File: src/rtl/regarb_pkg.sv
// Shared defaults and FSM state type for the register-file write arbiter.
package regarb_pkg;

  localparam int NREQ_DEF = 4;
  localparam int AW_DEF   = 5;
  localparam int DW_DEF   = 32;
  localparam int NREGS    = 2 ** AW_DEF;

  typedef enum logic {
    ST_IDLE  = 1'b0,
    ST_WRITE = 1'b1
  } state_e;

endpackage

File: src/rtl/regarb_rr_pick.sv
// Round-robin winner selection: scans upward from (last_winner+1) mod NREQ,
// wrapping, and returns the first requester whose req bit is set.
module regarb_rr_pick #(
  parameter int NREQ = 4,
  parameter int IW   = (NREQ > 1) ? $clog2(NREQ) : 1
) (
  input  logic [NREQ-1:0] req,
  input  logic [IW-1:0]   last_winner,
  output logic [IW-1:0]   winner,
  output logic            any
);

  logic [IW-1:0] idx;
  logic          found;

  // Walk the rotated priority order once and latch the first hit.
  always_comb begin
    winner = '0;
    found  = 1'b0;
    idx    = '0;
    for (int k = 1; k <= NREQ; k++) begin
      idx = IW'((int'(last_winner) + k) % NREQ);
      if (!found && req[idx]) begin
        winner = idx;
        found  = 1'b1;
      end
    end
  end

  assign any = |req;

endmodule

File: src/rtl/regfile_write_arbiter.sv
// Arbitrates NREQ requesters onto a single register-file write port.
// Two-state FSM: IDLE samples requests and captures the round-robin winner,
// WRITE holds the captured write until stall drops, then pulses gnt/wr_en.
// Optional macro REGARB_ZERO_PROTECT_EN: writes to register 0 still complete
// (gnt pulses) but never assert wr_en, keeping $zero hard-wired.
module regfile_write_arbiter
  import regarb_pkg::*;
#(
  parameter int NREQ = NREQ_DEF,
  parameter int DW   = DW_DEF,
  parameter int AW   = AW_DEF
) (
  input  logic                 clk,
  input  logic                 rst_n,
  input  logic [NREQ-1:0]      req,
  input  logic [NREQ*AW-1:0]   req_addr,
  input  logic [NREQ*DW-1:0]   req_data,
  input  logic                 stall,
  output logic [NREQ-1:0]      gnt,
  output logic                 wr_valid,
  output logic [AW-1:0]        wr_addr,
  output logic [DW-1:0]        wr_data,
  output logic [(2**AW)-1:0]   wr_en
);

  localparam int IW = (NREQ > 1) ? $clog2(NREQ) : 1;

  state_e        state_q, state_d;
  logic [IW-1:0] last_q, last_d;
  logic [IW-1:0] widx_q, widx_d;
  logic [AW-1:0] addr_q, addr_d;
  logic [DW-1:0] data_q, data_d;

  logic [IW-1:0] pick;
  logic          any_req;
  logic [AW-1:0] sel_addr;
  logic [DW-1:0] sel_data;
  logic          en_allowed;

  regarb_rr_pick #(
    .NREQ (NREQ),
    .IW   (IW)
  ) u_pick (
    .req         (req),
    .last_winner (last_q),
    .winner      (pick),
    .any         (any_req)
  );

  // Mux the winning requester's address and data out of the packed buses.
  always_comb begin
    sel_addr = '0;
    sel_data = '0;
    for (int i = 0; i < NREQ; i++) begin
      if (pick == IW'(i)) begin
        sel_addr = req_addr[i*AW +: AW];
        sel_data = req_data[i*DW +: DW];
      end
    end
  end

`ifdef REGARB_ZERO_PROTECT_EN
  assign en_allowed = (addr_q != '0);
`else
  assign en_allowed = 1'b1;
`endif

  // Next-state and outputs; completion outputs are combinational on stall.
  always_comb begin
    state_d  = state_q;
    last_d   = last_q;
    widx_d   = widx_q;
    addr_d   = addr_q;
    data_d   = data_q;
    gnt      = '0;
    wr_en    = '0;
    wr_valid = 1'b0;
    unique case (state_q)
      ST_IDLE: begin
        if (any_req) begin
          widx_d  = pick;
          addr_d  = sel_addr;
          data_d  = sel_data;
          state_d = ST_WRITE;
        end
      end
      ST_WRITE: begin
        wr_valid = 1'b1;
        if (!stall) begin
          gnt[widx_q] = 1'b1;
          if (en_allowed) begin
            wr_en[addr_q] = 1'b1;
          end
          // Priority rotates only once the write actually lands.
          last_d  = widx_q;
          state_d = ST_IDLE;
        end
      end
    endcase
  end

  // State, priority pointer and captured write; reset drops any pending write.
  always_ff @(posedge clk or negedge rst_n) begin
    if (!rst_n) begin
      state_q <= ST_IDLE;
      last_q  <= IW'(NREQ - 1);
      widx_q  <= '0;
      addr_q  <= '0;
      data_q  <= '0;
    end else begin
      state_q <= state_d;
      last_q  <= last_d;
      widx_q  <= widx_d;
      addr_q  <= addr_d;
      data_q  <= data_d;
    end
  end

  assign wr_addr = addr_q;
  assign wr_data = data_q;

endmodule

File: config.mk
export PLATFORM = sky130hd
export DESIGN_NAME = regfile_write_arbiter
export DESIGN_NICKNAME = d
export VERILOG_FILES = /design/src/rtl/regarb_pkg.sv /design/src/rtl/regarb_rr_pick.sv /design/src/rtl/regfile_write_arbiter.sv
export SDC_FILE = /design/constraint.sdc
export NUM_CORES = 1
export LEC_CHECK = 0
export BUFFER_PORTS_ARGS = -buffer_cell sky130_fd_sc_hd__buf_4
export CORE_ASPECT_RATIO = 0.7
export CORE_MARGIN = 3
export CORE_UTILIZATION = 40
export DETAILED_ROUTE_END_ITERATION = 8
export PLACE_DENSITY = 0.86
export SYNTH_ARGS = -nofsm -noshare
export SYNTH_HDL_FRONTEND = slang
export SYNTH_HIERARCHICAL = 1
export SYNTH_SLANG_ARGS = --single-unit
File: constraint.sdc
create_clock -name clk -period 2.5 [get_ports clk]
set_input_delay 0.125 -clock clk [delete_from_list [all_inputs] [get_ports clk]]
set_output_delay 0.125 -clock clk [all_outputs]
set_load 0.05 [all_outputs]
; Yosys cells after proc, flatten, opt, wreduce, memory -nomap -nowiden
; Index checks and enable logic that the tools add are counted.
[totals]
out_inout_bits = 74
ff_bits = 42
in_bits = 155
[op_classes]
mux = 35
reduce_logical = 12
n_lt_le_gt_ge = 8
n_bitwise = 2
n_eq_ne = 3
n_addsub = 4
[op_table]
columns = cell, count
row1 = 2-to-1 mux 32 bit, 6
row2 = 2-to-1 mux 5 bit, 4
row3 = "< comparator 2 x 3 -> 1 bit, second input constant", 5
row4 = 2-to-1 mux 1 bit, 12
row5 = binary-select mux 1 bit (select 2 bit), 4
row6 = 2-to-1 mux 2 bit, 4
row7 = 2-to-1 mux 4 bit, 2
row8 = "< comparator 5 x 6 -> 1 bit, second input constant", 1
row9 = demux 1 bit (select 5 bit), 1
row10 = ">= comparator 5 x 1 -> 1 bit, second input constant", 1
row11 = logical AND 1 bit, 5
row12 = "adder 2 x 1 -> 2 bit, second input constant", 2
row13 = "adder 2 bit, second input constant", 2
row14 = "equality test 2 bit, second input constant", 2
row15 = AND reduction 2 bit, 2
row16 = OR reduction 4 bit, 1
row17 = logical NOT 1 bit, 3
row18 = demux 1 bit (select 2 bit), 1
row19 = "equality test 2 x 1 -> 1 bit, second input constant", 1
row20 = ">= comparator 2 x 1 -> 1 bit, second input constant", 1
row21 = logical NOT 2 bit, 1
row22 = NOT 1 bit, 2
row23 = one-hot mux 1 bit (2 select lines), 1

; Depth between registers and ports, before layout
; Gate-level depths: netlist of run 1.
[logic_depth]
word_depth = 18
mapped_depth = 7

; By module
; The synthesis of run 1 kept the hierarchy.
[by_module_without_submodules]
columns = mod, cells_each, area_per_inst_um2, instances
row1 = regfile_write_arbiter, 187, 2758.9, 1
row2 = regarb_rr_pick, 14, 81.3, 1

; Worst setup path before layout of run 1
; OpenSTA, ideal clock, no wires.
[synth_timing]
kind = flip-flop to output port
startpoint = register state_q
endpoint = output wr_en[0]
stages_incl_launch_ff = 5
n_path_buf = 2
slack_ns = 0.110
t_arrival_ns = 2.265
cell_sequence = dfrtp_1 -> clkbuf_2 -> or4b_2 -> buf_2 -> nor2_1
[synth_via]
elab_chain_cells = 1
[synth_lines]
columns = item, line_no
row1 = "start, declared", regfile_write_arbiter.sv:28  ; state_e state_q, state_d;
row2 = "start signal, assigned", regfile_write_arbiter.sv:111  ; state_q <= state_d;
row3 = 2-to-1 mux 32 bit, regfile_write_arbiter.sv:78  ; unique case (state_q)
row4 = "end, declared", regfile_write_arbiter.sv:23  ; output logic [(2**AW)-1:0] wr_en
; No other way between the ends.

; Final worst setup path of run 1
[layout_timing]
startpoint = register last_q[1]
endpoint = register addr_q[4], in the netlist wr_addr[4]
[layout_via]
elab_chain_cells = 18
elab_cells_between_ends = 33
classes_between = add/sub: 4 / eq/ne: 3 / mux: 19 / reduce/logical: 7
[layout_lines]
columns = item, line_no
row1 = "start, declared", regfile_write_arbiter.sv:29  ; logic [IW-1:0] last_q, last_d;
row2 = "start signal, assigned", regfile_write_arbiter.sv:106  ; last_q <= IW'(NREQ - 1);
row3 = "start signal, assigned", regfile_write_arbiter.sv:112  ; last_q <= last_d;
row4 = adder 2 x 1 -> 2 bit, regarb_rr_pick.sv:22  ; idx = IW'((int'(last_winner) + k) % NREQ);
row5 = binary-select mux 1 bit (select 2 bit), regarb_rr_pick.sv:23  ; if (!found && req[idx]) begin
row6 = 2-to-1 mux 1 bit (not written as such), regarb_rr_pick.sv:23
row7 = 2-to-1 mux 1 bit, regarb_rr_pick.sv:23
row8 = logical NOT 1 bit, regarb_rr_pick.sv:23
row9 = logical AND 1 bit, regarb_rr_pick.sv:23
row10 = 2-to-1 mux 1 bit, regarb_rr_pick.sv:23
row11 = logical NOT 1 bit, regarb_rr_pick.sv:23
row12 = logical AND 1 bit, regarb_rr_pick.sv:23
row13 = 2-to-1 mux 1 bit, regarb_rr_pick.sv:23
row14 = logical NOT 1 bit, regarb_rr_pick.sv:23
row15 = logical AND 1 bit, regarb_rr_pick.sv:23
row16 = 2-to-1 mux 2 bit *, regarb_rr_pick.sv:23
row17 = via pick[0], regfile_write_arbiter.sv:34  ; logic [IW-1:0] pick;
row18 = logical NOT 2 bit, regfile_write_arbiter.sv:55  ; if (pick == IW'(i)) begin
row19 = 2-to-1 mux 5 bit (3 in series), regfile_write_arbiter.sv:55
row20 = 2-to-1 mux 5 bit *, regfile_write_arbiter.sv:55
row21 = "end signal, assigned", regfile_write_arbiter.sv:114  ; addr_q <= addr_d;
row22 = "end, declared", regfile_write_arbiter.sv:31  ; logic [AW-1:0] addr_q, addr_d;
; Mark *: on every way through the listed nets, which the timed path passes. The rest lies on a longest branch. The select of a mux whose other input is x is not followed.
; A chain may end at the register's enable or synchronous reset.

==> results.md, run 1 <==
* EDFF count, synth at 0
* Slew headroom at 0.633
* Setup CP Type: register to register
* Net Sw Frac at 0.478
* Synth warn at 6
* Slew Limit Fails at 0
* Area of the multi-input gates at 0.00170 mm^2
* Max VDD drop at 0.604 mV
* Synthesized area at 0.00284 mm^2
* Worst-case reg-to-reg path depth at 5
* Synthesized area per cell at 14.1 um^2
* Core area at 0.00682 mm^2
* Buffers from clock root to sink, at most at 2
* Worst min path class: primary input to register
* Endpoints failing hold at 0
* Clk Latency, worst-skew pair at 280 ps
* Comb power frac at 0.686
* Critical path required time at 2670 ps
* Initial antenna violation count at 0
* Fillers at 507
* Worst-Margin Slew at 550 ps
* Post-synthesis cell type count at 31
* Post-DP Area at 0.00464 mm^2
* Final worst-path cycle share at 0.882
* Post-CTS Setup Inserts at 0
* Post-cts sizing count at 0
* CTS tree: yes
* Syn Nets at 356
* Gr usage total at 0.213
* Hold Worst Slack at 79.3 ps
* Antenna cell count at 0
* Critical path arrival at 2370 ps
* Total congestion overflow at 0
* Outcome: complete, no violations
* Register area at 0.00105 mm^2
* First-pass GRT wire length at 13800 um
* RSZ-0062 raised after global routing: no
* Drt pass-1 iters at 4
* Num ports at 229
* Register clock-pin slew on the reported worst setup and hold paths at 80 ps
* Final setup viols at 0
* Routability congestion estimate at 0.805
* Pwr Density at 1200 mW/mm^2
* Total Power at 5.72 mW
* Placed wire-length estimate at 7280 um
* CP max FO at 15
* Clk network pwr share at 0.078
* Seq/Total Area, Yosys at 0.371
* Final instance area at 0.00475 mm^2
* Post-synthesis cell count at 201
* Most common cell after layout, fill and taps aside: buf_4
* LEAKAGE at 2.22 nW
* Clk sink count at 42
* Count of input and output buffers at 228
* Vias per std cell at 5.08
* Hold Buf Count CTS at 1
* Full die area at 0.00816 mm^2
* Clock root buffer master: clkbuf_8
* Vias after detailed routing at 2654
* Layout Nets at 582
* Post-Route WL at 8880 um
* Fin Setup TNS at 0 ps
* Net switching power at 2.73 mW
* Internal Power at 2.99 mW
* Post-synth ARST share at 1.00
* Dominant synthesized flop cell: dfrtp_1
* Share of layout cells above drive strength 1 at 0.766
* Crit start category: register
* Largest net degree at the start of global routing at 43
* Clock Skew at 4.03 ps
* Number of synthesized register bits at 42
* Starting density of the core at 0.417
* CTS H-tree depth at 2
* Crit end category: register
* Max-cap viol count at 0
* DR DRC count at 0
* Most frequent cells in the layout: buf_4 (233), dfrtp_1 (40), mux4_2 (36)
* Routed len/inst at 17.0 um
* Die Span Y at 76.5 um
* Period minus WS final at 2200 ps
* Vias in the first global route at 2761
* Row cnt at 25
* Utilization after layout at 0.697
* Post-DRT Antenna Nets at 0
* Die Width at 107 um
* Hold Path Depth at 2
* F_max at 454 MHz
* Seq pwr share at 0.236
* Number of CTS-inserted buffers at 5
* Area Growth Syn to Fin at 67.2%
* First DRT Iteration DRCs at 84
-- logic make-up (layout without fill, tap and decap cells) --
kind of cell           count (synthesis)  after routing  share of synthesized area
AOI/OAI and AO/OA                      6              6                     0.0154
buffers and inverters                 17            244                     0.0410
DFF                                   42             42                      0.371
muxes                                 79             79                      0.469
and+or+nand+nor                       57             57                      0.104
-- per-stage QoR --
step | setup WS [ps] | std cells
2_1_floorplan | 110 | 201
3_3_place_gp | 327 | 513
3_5_place_dp | 272 | 513
4_1_cts | 255 | 522
5_1_grt | 153 | 522
6_report | 296 | 522
-- flip-flops by register name (all words and copies together) (netlist names) --
register	flops
last_q	2
wr_data	32
wr_addr	5
widx_q	2
state_q	1
-- synth_stat cells, types with 2 or more instances --
library cell  number  share of area
a21oi_1            3         0.0053
buf_12             2          0.014
buf_2              9          0.016
clkbuf_1           3         0.0040
dfrtp_1           40           0.35
dfstp_2            2          0.019
mux2_2            35           0.14
mux2_4             6          0.032
mux4_2            36           0.29
nand2_1            3         0.0040
nand2b_1           2         0.0044
nand3b_1           3         0.0079
nand4bb_1          2         0.0079
nor2_1            34          0.045
nor2b_1            2         0.0044
nor3b_1            2         0.0053
or3b_2             3         0.0093
-- layer usage --
metal,track usage,part of all wire
met1,0.253,0.39
met2,0.378,0.52
met3,0.0652,0.083
met4,0.0498,0.014
met5,0,0
-- power by group through the flow --
stage	registers, mW	logic [mW]	clock network [mW]
2_1_floorplan	2.41	1.80	0
3_3_place_gp	1.34	3.89	0
3_5_place_dp	1.36	3.95	0
4_1_cts	1.35	3.96	0.470
5_1_grt	1.42	4.13	0.498
6_report	1.35	3.92	0.447
-- worst paths after layout --
kind | startpoint | end | slack [ps]
max | last_q[1] | wr_addr[4] | 300
max in group asynchronous | rst_n | last_q[1] | 1740
min reg2reg | wr_data[25] | wr_data[25] | 510
min | stall | state_q | 80
max reg2reg | last_q[1] | wr_addr[4] | 300
min in group asynchronous | rst_n | wr_data[19] | 370
-- layout make-up --
type	count	share of cell area
inverter	1	0.000790
sequential	42	0.222
tap	94	0.0248
multi-input combinational	142	0.358
timing repair buffer	235	0.375
clock inverter	2	0.00263
clock buffer	6	0.0174
-- worst max-delay path, stage by stage (launching register included) --
cell and delay, ps:
dfstp_2 590, mux2i_1 130, o221ai_4 220, buf_4 330, mux4_2 540, mux2_2 280
No activity file was read; power rests on OpenSTA's default activity.
==> inputs of run 2 (changes only) <==
--- a/config.mk
+++ b/config.mk
@@ -8,9 +8,10 @@
 export BUFFER_PORTS_ARGS = -buffer_cell sky130_fd_sc_hd__buf_4
 export CORE_ASPECT_RATIO = 0.7
 export CORE_MARGIN = 3
-export CORE_UTILIZATION = 40
+export CORE_UTILIZATION = 43
 export DETAILED_ROUTE_END_ITERATION = 8
-export PLACE_DENSITY = 0.86
+export PLACE_DENSITY = 0.91
+export RECOVER_POWER = 50
 export SYNTH_ARGS = -nofsm -noshare
 export SYNTH_HDL_FRONTEND = slang
 export SYNTH_HIERARCHICAL = 1
==> constraint.sdc (replaced) <==
create_clock -name clk -period 2.7 [get_ports clk]
set_input_delay 0.135 -clock clk [delete_from_list [all_inputs] [get_ports clk]]
set_output_delay 0.135 -clock clk [all_outputs]
set_load 0.05 [all_outputs]
==> run 2 against run 1 <==
  * Worst hold slack improved by 35 ps
  * Sequential share of layout area up 0.69 points
  * Non-clock buffer count stayed put
  * Die area is 6.5% lower
  * Flip-flop and latch count stayed put
  * Clock power shrank 8.7%
  * Critical path type unchanged
  * Largest cell class is now multi-input combinational cells
==> results.md, run 2 (same netlist as run 1, synthesis figures left out) <==
* Most common cell after layout, fill and taps aside: buf_4 (unchanged)
* Max-cap viol count at 0 (unchanged)
* Vias in the first global route at 2722 (was 2761)
* CTS H-tree depth at 2 (unchanged)
* Worst-case reg-to-reg path depth at 5 (unchanged)
* CP max FO at 27 (was 15)
* Critical path arrival at 2430 ps (was 2370 ps)
* Count of input and output buffers at 228 (unchanged)
* Total congestion overflow at 0 (unchanged)
* Initial antenna violation count at 0 (unchanged)
* Area Growth Syn to Fin at 62.2% (was 67.2%)
* Crit end category: register (unchanged)
* Routed len/inst at 18.3 um (was 17.0 um)
* Slew headroom at 0.305 (was 0.633)
* Setup CP Type: register to register (unchanged)
* First DRT Iteration DRCs at 106 (was 84)
* Critical path required time at 2880 ps (was 2670 ps)
* First-pass GRT wire length at 13300 um (was 13800 um)
* Clock root buffer master: clkbuf_8 (unchanged)
* DR DRC count at 0 (unchanged)
* Row cnt at 24 (was 25)
* Clk sink count at 42 (unchanged)
* Placed wire-length estimate at 7660 um (was 7280 um)
* Die Span Y at 74.0 um (was 76.5 um)
* Largest net degree at the start of global routing at 43 (unchanged)
* Final setup viols at 0 (unchanged)
* LEAKAGE at 2.10 nW (was 2.22 nW)
* Die Width at 103 um (was 107 um)
* Clk Latency, worst-skew pair at 290 ps (was 280 ps)
* Hold Path Depth at 2 (unchanged)
* Post-Place Cells at 497 (was 513)
* Max VDD drop at 0.499 mV (was 0.604 mV)
* Worst min path class: primary input to register (unchanged)
* Vias after detailed routing at 2696 (was 2654)
* Hold Startpoint: stall (unchanged)
* Max FFs per register at 32 (unchanged)
* Most frequent cells in the layout: buf_4 (197), dfrtp_1 (40), mux4_2 (36) (was buf_4 (233), dfrtp_1 (40), mux4_2 (36))
* Core area at 0.00631 mm^2 (was 0.00682 mm^2)
* Period minus WS final at 2250 ps (was 2200 ps)
* Num ports at 229 (unchanged)
* Final worst-path cycle share at 0.834 (was 0.882)
* Fin Setup TNS at 0 ps (unchanged)
* Antenna cell count at 0 (unchanged)
* Gr usage total at 0.230 (was 0.213)
* Full die area at 0.00763 mm^2 (was 0.00816 mm^2)
* Register clock-pin slew on the reported worst setup and hold paths at 90 ps (was 80 ps)
* Endpoints failing hold at 0 (unchanged)
* Buffers from clock root to sink, at most at 2 (unchanged)
* Drt pass-1 iters at 4 (unchanged)
* Starting density of the core at 0.450 (was 0.417)
* Post-Route WL at 9280 um (was 8880 um)
* Slew Limit Fails at 0 (unchanged)
* Routability congestion estimate at 0.807 (was 0.805)
* Reg2reg end: wr_data[6] (was wr_addr[4])
* Post-DRT Antenna Nets at 0 (unchanged)
* Worst-Margin Slew at 1040 ps (was 550 ps)
* Vias per std cell at 5.33 (was 5.08)
* Share of layout cells above drive strength 1 at 0.687 (was 0.766)
* Pwr Density at 1100 mW/mm^2 (was 1200 mW/mm^2)
* R2R Path Start: last_q[1] (unchanged)
* F_max at 444 MHz (was 454 MHz)
* Hold path endpoint: state_q (unchanged)
* Clock Skew at 14.8 ps (was 4.03 ps)
* Layout Nets at 582 (unchanged)
* RSZ-0062 raised after global routing: no (unchanged)
* Outcome: complete, no violations (unchanged)
* Crit start category: register (unchanged)
* R2R Setup Slk at 450 ps (was 300 ps)
* Layout Cells excl Fill at 506 (was 522)
* CTS tree: yes (unchanged)
* Number of CTS-inserted buffers at 5 (unchanged)
[run 2: critical path: stages, from the launching register on]
cell      delay (ps)
dfstp_2          590
mux2i_1          140
o221ai_4         250
buf_12           260
mux4_1           590
mux2_2           280
[run 2: layout make-up]
cell class,instances,area [um^2]
repair buffers,235,1660
multi-input cells,142,1700
clock buffers,5,68.8
fillers,480,1700
clock inverters,3,21.3
flip-flops and latches,42,1050
well taps,78,97.6
inverters,1,3.75
[run 2: through the flow]
| stage | instance area [um^2] | utilization | setup slack, ps | power, mW | hold slack, ps |
|---|---|---|---|---|---|
| global route | 4610 | 0.731 | 351 | 5.37 | 111 |
| floorplan | 2840 | - | 300 | 3.89 | -161 |
| detailed placement | 4640 | 0.735 | 465 | 4.97 | 157 |
| global placement | 4640 | 0.735 | 559 | 4.85 | 156 |
| CTS | 4740 | 0.751 | 430 | 5.38 | 113 |
| finish | 4610 | 0.731 | 449 | 5.09 | 115 |
[run 2: per-layer routing]
metal / share of wire / GRT usage / vias to the layer above
li1: - / - / 1227
met1: 0.34 / 0.259 / 1326
met2: 0.56 / 0.446 / 133
met3: 0.091 / 0.0647 / 10
met4: 0.011 / 0.0316 / 0
met5: 0 / 0 / -
[run 2: repair_timing]
action | 4_1_cts | 5_1_grt
buffers inserted | 0 | 0
hold endpoints to repair | 40 | 0
hold buffers | 1 | 0
resized for setup | 0 | 0
[run 2: how the worst max path moves through the flow]
stage | startpoint | to | slack, ps | cells after the start
2_1_floorplan | state_q | wr_en[0] | 300 | 4
3_3_place_gp | last_q[1] | wr_data[6] | 560 | 5
3_5_place_dp | last_q[1] | wr_data[6] | 470 | 5
4_1_cts | last_q[1] | wr_data[6] | 430 | 5
5_1_grt | last_q[1] | wr_data[6] | 350 | 5
6_report | last_q[1] | wr_data[6] | 450 | 5
[run 2: power by group]
| part | internal (mW) | leakage, nW | switching, mW |
|---|---|---|---|
| clock | 0.182 | 0.0441 | 0.226 |
| sequential | 0.972 | 0.487 | 0.282 |
| combinational | 1.37 | 1.57 | 2.05 |
